File: src/rtl/icache_ctrl.sv
// Direct-mapped instruction cache controller with one outstanding BUS_LOAD miss.
// Define ICACHE_STATS_EN to add saturating hit_count / miss_count outputs.
module icache_ctrl #(
  parameter int XLEN      = 32,
  parameter int NUM_LINES = 32,
  parameter int MEM_TAG_W = 4
) (
  input  logic                 clock,
  input  logic                 reset,
  input  logic [XLEN-1:0]      proc2Icache_addr,
  input  logic                 proc2Icache_req,
  input  logic                 icache_flush,
  input  logic [MEM_TAG_W-1:0] mem2proc_transaction_tag,
  input  logic [63:0]          mem2proc_data,
  input  logic [MEM_TAG_W-1:0] mem2proc_data_tag,
  output logic [1:0]           proc2mem_command,
  output logic [XLEN-1:0]      proc2mem_addr,
  output logic [63:0]          Icache2proc_data,
  output logic                 Icache2proc_data_valid,
  output logic                 icache_busy
`ifdef ICACHE_STATS_EN
  ,
  output logic [31:0]          hit_count,
  output logic [31:0]          miss_count
`endif
);

  localparam int IDX_W = $clog2(NUM_LINES);
  localparam int TAG_W = XLEN - 3 - IDX_W;

  localparam logic [1:0] BUS_NONE = 2'h0;
  localparam logic [1:0] BUS_LOAD = 2'h1;

  typedef enum logic [1:0] {
    IDLE = 2'd0,
    REQ  = 2'd1,
    WAIT = 2'd2
  } state_t;

  state_t                state_q, state_d;
  logic [XLEN-1:0]       miss_addr_q, miss_addr_d;
  logic [MEM_TAG_W-1:0]  pend_tag_q, pend_tag_d;
  logic                  discard_q, discard_d;
  logic [NUM_LINES-1:0]  valid_q, valid_d;
  logic [1:0]            mem_cmd_q, mem_cmd_d;
  logic [XLEN-1:0]       mem_addr_q, mem_addr_d;
  logic                  busy_q, busy_d;

  logic [63:0]           data_q [NUM_LINES];
  logic [TAG_W-1:0]      tags_q [NUM_LINES];

  logic [IDX_W-1:0]      req_idx;
  logic [TAG_W-1:0]      req_tag;
  logic [IDX_W-1:0]      fill_idx;
  logic [TAG_W-1:0]      fill_tag;
  logic                  line_match;
  logic                  hit;
  logic                  fill_we;
  logic                  unused_offset_bits;

  assign req_idx  = proc2Icache_addr[3+IDX_W-1:3];
  assign req_tag  = proc2Icache_addr[XLEN-1:3+IDX_W];
  assign fill_idx = miss_addr_q[3+IDX_W-1:3];
  assign fill_tag = miss_addr_q[XLEN-1:3+IDX_W];
  assign unused_offset_bits = ^proc2Icache_addr[2:0];

  // Lookup is purely combinational so a hit returns in the request cycle.
  assign line_match = valid_q[req_idx] && (tags_q[req_idx] == req_tag);
  assign hit        = proc2Icache_req && line_match && !icache_flush;

  assign Icache2proc_data_valid = hit;
  assign Icache2proc_data       = hit ? data_q[req_idx] : 64'h0;

  assign proc2mem_command = mem_cmd_q;
  assign proc2mem_addr    = mem_addr_q;
  assign icache_busy      = busy_q;

  always_comb begin
    state_d     = state_q;
    miss_addr_d = miss_addr_q;
    pend_tag_d  = pend_tag_q;
    discard_d   = discard_q;
    fill_we     = 1'b0;

    case (state_q)
      IDLE: begin
        if (proc2Icache_req && !line_match && !icache_flush) begin
          miss_addr_d = {proc2Icache_addr[XLEN-1:3], 3'b000};
          state_d     = REQ;
        end
      end
      REQ: begin
        if (icache_flush) begin
          state_d = IDLE;
        end else if (mem2proc_transaction_tag != '0) begin
          pend_tag_d = mem2proc_transaction_tag;
          state_d    = WAIT;
        end
      end
      WAIT: begin
        if (icache_flush) begin
          discard_d = 1'b1;
        end
        // A flush in the completing cycle suppresses the write just like a stored discard.
        if ((pend_tag_q != '0) && (mem2proc_data_tag == pend_tag_q)) begin
          fill_we    = !discard_q && !icache_flush;
          discard_d  = 1'b0;
          pend_tag_d = '0;
          state_d    = IDLE;
        end
      end
      default: begin
        state_d = IDLE;
      end
    endcase

    valid_d = valid_q;
    if (icache_flush) begin
      valid_d = '0;
    end else if (fill_we) begin
      valid_d[fill_idx] = 1'b1;
    end

    mem_cmd_d  = (state_d == REQ) ? BUS_LOAD : BUS_NONE;
    mem_addr_d = (state_d == REQ) ? miss_addr_d : '0;
    busy_d     = (state_d != IDLE);
  end

  always_ff @(posedge clock or negedge reset) begin
    if (!reset) begin
      state_q     <= IDLE;
      miss_addr_q <= '0;
      pend_tag_q  <= '0;
      discard_q   <= 1'b0;
      valid_q     <= '0;
      mem_cmd_q   <= BUS_NONE;
      mem_addr_q  <= '0;
      busy_q      <= 1'b0;
    end else begin
      state_q     <= state_d;
      miss_addr_q <= miss_addr_d;
      pend_tag_q  <= pend_tag_d;
      discard_q   <= discard_d;
      valid_q     <= valid_d;
      mem_cmd_q   <= mem_cmd_d;
      mem_addr_q  <= mem_addr_d;
      busy_q      <= busy_d;
    end
  end

  // Line payloads need no reset; valid_q gates every read of them.
  always_ff @(posedge clock) begin
    if (fill_we) begin
      data_q[fill_idx] <= mem2proc_data;
      tags_q[fill_idx] <= fill_tag;
    end
  end

`ifdef ICACHE_STATS_EN
  logic [31:0] hit_count_q, hit_count_d;
  logic [31:0] miss_count_q, miss_count_d;

  always_comb begin
    hit_count_d  = hit_count_q;
    miss_count_d = miss_count_q;
    if (hit && (hit_count_q != 32'hFFFF_FFFF)) begin
      hit_count_d = hit_count_q + 32'd1;
    end
    if ((state_q == IDLE) && (state_d == REQ) && (miss_count_q != 32'hFFFF_FFFF)) begin
      miss_count_d = miss_count_q + 32'd1;
    end
  end

  always_ff @(posedge clock or negedge reset) begin
    if (!reset) begin
      hit_count_q  <= '0;
      miss_count_q <= '0;
    end else begin
      hit_count_q  <= hit_count_d;
      miss_count_q <= miss_count_d;
    end
  end

  assign hit_count  = hit_count_q;
  assign miss_count = miss_count_q;
`endif

endmodule

File: config.mk
export PLATFORM = sky130hd
export DESIGN_NAME = icache_ctrl
export DESIGN_NICKNAME = d
export VERILOG_FILES = /design/src/rtl/icache_ctrl.sv
export SDC_FILE = /design/constraint.sdc
export NUM_CORES = 2
export LEC_CHECK = 0
export BUFFER_PORTS_ARGS = -buffer_cell sky130_fd_sc_hd__buf_2
export CAP_MARGIN = 20
export CORE_UTILIZATION = 63
export DETAILED_ROUTE_END_ITERATION = 12
export PLACE_DENSITY = 0.8
export SYNTH_ARGS = -nofsm -noshare
export SYNTH_HDL_FRONTEND = slang
export SYNTH_SLANG_ARGS = --single-unit
export TNS_END_PERCENT = 10
File: constraint.sdc
create_clock -name clock -period 17.35 [get_ports clock]
set_input_delay 3.47 -clock clock [delete_from_list [all_inputs] [get_ports clock]]
set_output_delay 3.47 -clock clock [all_outputs]
set_load 0.005 [all_outputs]
==> results.ini <==
[power_and_ir_drop]
clkPwrFrac_pct=40.4
pwr-share-seq_pct=54.9
sw_frac_of_total_pct=22.1
total_power_mw=15.2
p_switching_mw=3.36
intPower_mw=11.8
ir_drop_v=0.000108
power.leakage_nw=40.0
pwr_density_cell_nw_per_um2=122
combPwrFrac_pct=4.7

[floorplanning]
core_area_um2=176000
num_rows=154
start_util_pct=63.4
io_pins=208
dieArea_um2=179000
fp.dieW_um=423
die_height_um=423

[run]
maxCapViolCount=0

[synthesis]
seq_area_frac_synth_pct=78.1
synth_top_area_share_pct=75.7
ys_ff_latch=2921
synth-adder-area-share_pct=0
ys.flop_type=edfxtp_1
synth.avg_cell_area_um2=23.1
yosys-mux-area-fraction_pct=17.1
netlist_instances=4834
async_flop_share_pct=3.59
synth_area_leaders=edfxtp_1 (76%), mux4_2 (15%), dfrtp_1 (2.4%), mux2i_1 (1.3%), nand2_1 (0.62%)
yosys.area_share.xor_xnor_pct=0.196
syn-num-nets=4942
synth_compound_area_share_pct=1.85
synth_cell_types=53
syn-cell-area_um2=112000
post_synth_and_or_nand_nor_area_fraction_pct=1.45
synth_warnings=0
synth_edf_count=2816
synth_top_family_by_area=multiplexers
synth_area_leader_cell=edfxtp_1

[route]
drtPass1Iterations=6
route.detailed.drc=0
drt_wl_total_um=301000
ant_nets=0
first_iter_violations=9284
wl_per_cell_um=38.9
dr_total_vias=56779
routed_via_density=7.32

[timing]
fmax_mhz=73.6
whs_ns=0.484
finalHoldViolations=0
finalWorstPathRequiredPeriod_ns=13.59
rsz0062_at_grt=no
finalSetupTns_ns=0
fin_ws_ns=3.76
max-slew-margin-rel_pct=16.9
fin_skew_ns=0.0667
setup_viol=0
period_share_pct=78.3
worst_slew_pin_slew_ns=1.25
drv_slew=0

[worst_hold_path]
worstHoldPathType=reg2reg

[clock_tree]
tritoncts_num_sinks=2921
clk_pin_slew_ns=0.06
clk_latency_ns=0.93
clockBufferDepth=4
postCtsSetupRepairBufs=0
ctsHoldBuffers=0
cts_root_buffer=clkbuf_16
cts.repair.resized=0
cts_inserted_buffers=298
htreeDepth=5
cts_tree=built

[layout]
multiInputGateArea_um2=23300
final_cell_mix=edfxtp_1 (2816), mux4_2 (762), clkbuf_16 (302)
layout_commonest_cell=edfxtp_1
finish.utilization_pct=70.8
final_cells=7754
syn2layout_area_growth_pct=11.7
final_area_um2=125000
seq_area_um2=87200
fillers=9338
nNetsFinal=5303
drive_above_1_share_pct=30.0

[global_route]
grt_use_total_pct=34.0
first_global_vias=58710
antenna_found_initial=22
grt_pass1_wl_um=426000
grt_max_degree=154
grt_overflow_total=0

[placement]
place_ws_ns=3.95
place_area_um2=116000
gp_congestion=0.782
dpl.cell_count=7230
dp_hpwl_um=135000
portBuffers=203

[worst_setup_path]
critPathTopFamily=buffers and inverters
path_common_cell=buf_4
path_cells=buf_8, buf_12, buf_4, mux4_2, a22o_1, a221oi_1, nand3_1, xnor2_1, or3_1, or4_4, buf_4, buf_4, a21oi_2, buf_2
reg2reg_slack_ns=11.28
startpoint_type=input port
critPathKind=in2out
path_buf_inv=6
critPathSlowestCell=buf_4
path_max_fanout=97
max_stage_delay_ns=0.88
critical_path_required_ns=13.88
crit_path_end_kind=output pin
arrival_ns=10.12

[status]
status=completed

==> cells by family (layout without fill, tap and decap cells) <==
kind of cell	count (synthesis)	count (layout)
and+or+nand+nor	368	368
DFF	2921	2921
other	1	10
muxes	951	951
xor gates and xnor gates	25	25
AOI/OAI and AO/OA	277	277
buffers and inverters	291	862
==> layer usage <==
metal	share of wire (%)	up-vias	wire length (um)	GRT usage, %
met5	0.022	-	67	0
met4	6.4	12	19300	18.8
met3	12	1239	37200	6.98
met2	50	5190	150000	55.6
met1	32	29196	95200	43.3
li1	-	21142	-	-
==> power groups by stage <==
stage / combinational, mW / sequential, mW / clock [mW]
floorplan: 0.424 / 8.36 / 0
global placement: 0.606 / 8.47 / 0
detailed placement: 0.628 / 8.49 / 0
CTS: 0.650 / 8.35 / 6.16
global route: 0.743 / 8.34 / 6.41
finish: 0.710 / 8.33 / 6.13
==> final timing paths <==
path	cells past startpoint	end	startpoint
worst min register to register	1	miss_addr_q[0]	miss_addr_q[0]
worst max register to register	9	data_q[7][49]	pend_tag_q[1]
worst max-delay path	14	Icache2proc_data[58]	proc2Icache_addr[3]
worst min-delay path	1	miss_addr_q[0]	miss_addr_q[0]
min in group asynchronous	1	proc2mem_addr[25]	reset
max in group asynchronous	2	proc2mem_addr[1]	reset
==> sequential cells by signal (all words and copies together), names as in the netlist <==
signal / flops
data_q: 2048
discard_q: 1
icache_busy: 1
miss_addr_q: 32
pend_tag_q: 4
proc2mem_addr: 32
proc2mem_command: 1
state_q: 2
tags_q: 768
valid_q: 32
==> layout make-up <==
cell class / instances / area share, %
Clock buffer: 353 / 6.21
Tap cell: 2340 / 2.35
Inverter: 31 / 0.101
Sequential cell: 2921 / 69.9
Antenna cell: 9 / 0.0181
Clock inverter: 157 / 0.990
Multi-Input combinational cell: 1622 / 18.7
Timing Repair Buffer: 321 / 1.73
==> synth_stat cells, drive strengths merged (19+ instances only) <==
library cell and count:
a22oi 78, mux4 764, o21ai 41, dfrtp 105, a21oi 77, inv 30, buf 128, nor2 82
clkbuf 132, nand3 25, xnor2 22, a22o 19, mux2 47, mux2i 140, nand2 185, edfxtp 2816
Note: power is estimated with default switching activity, not from simulation.
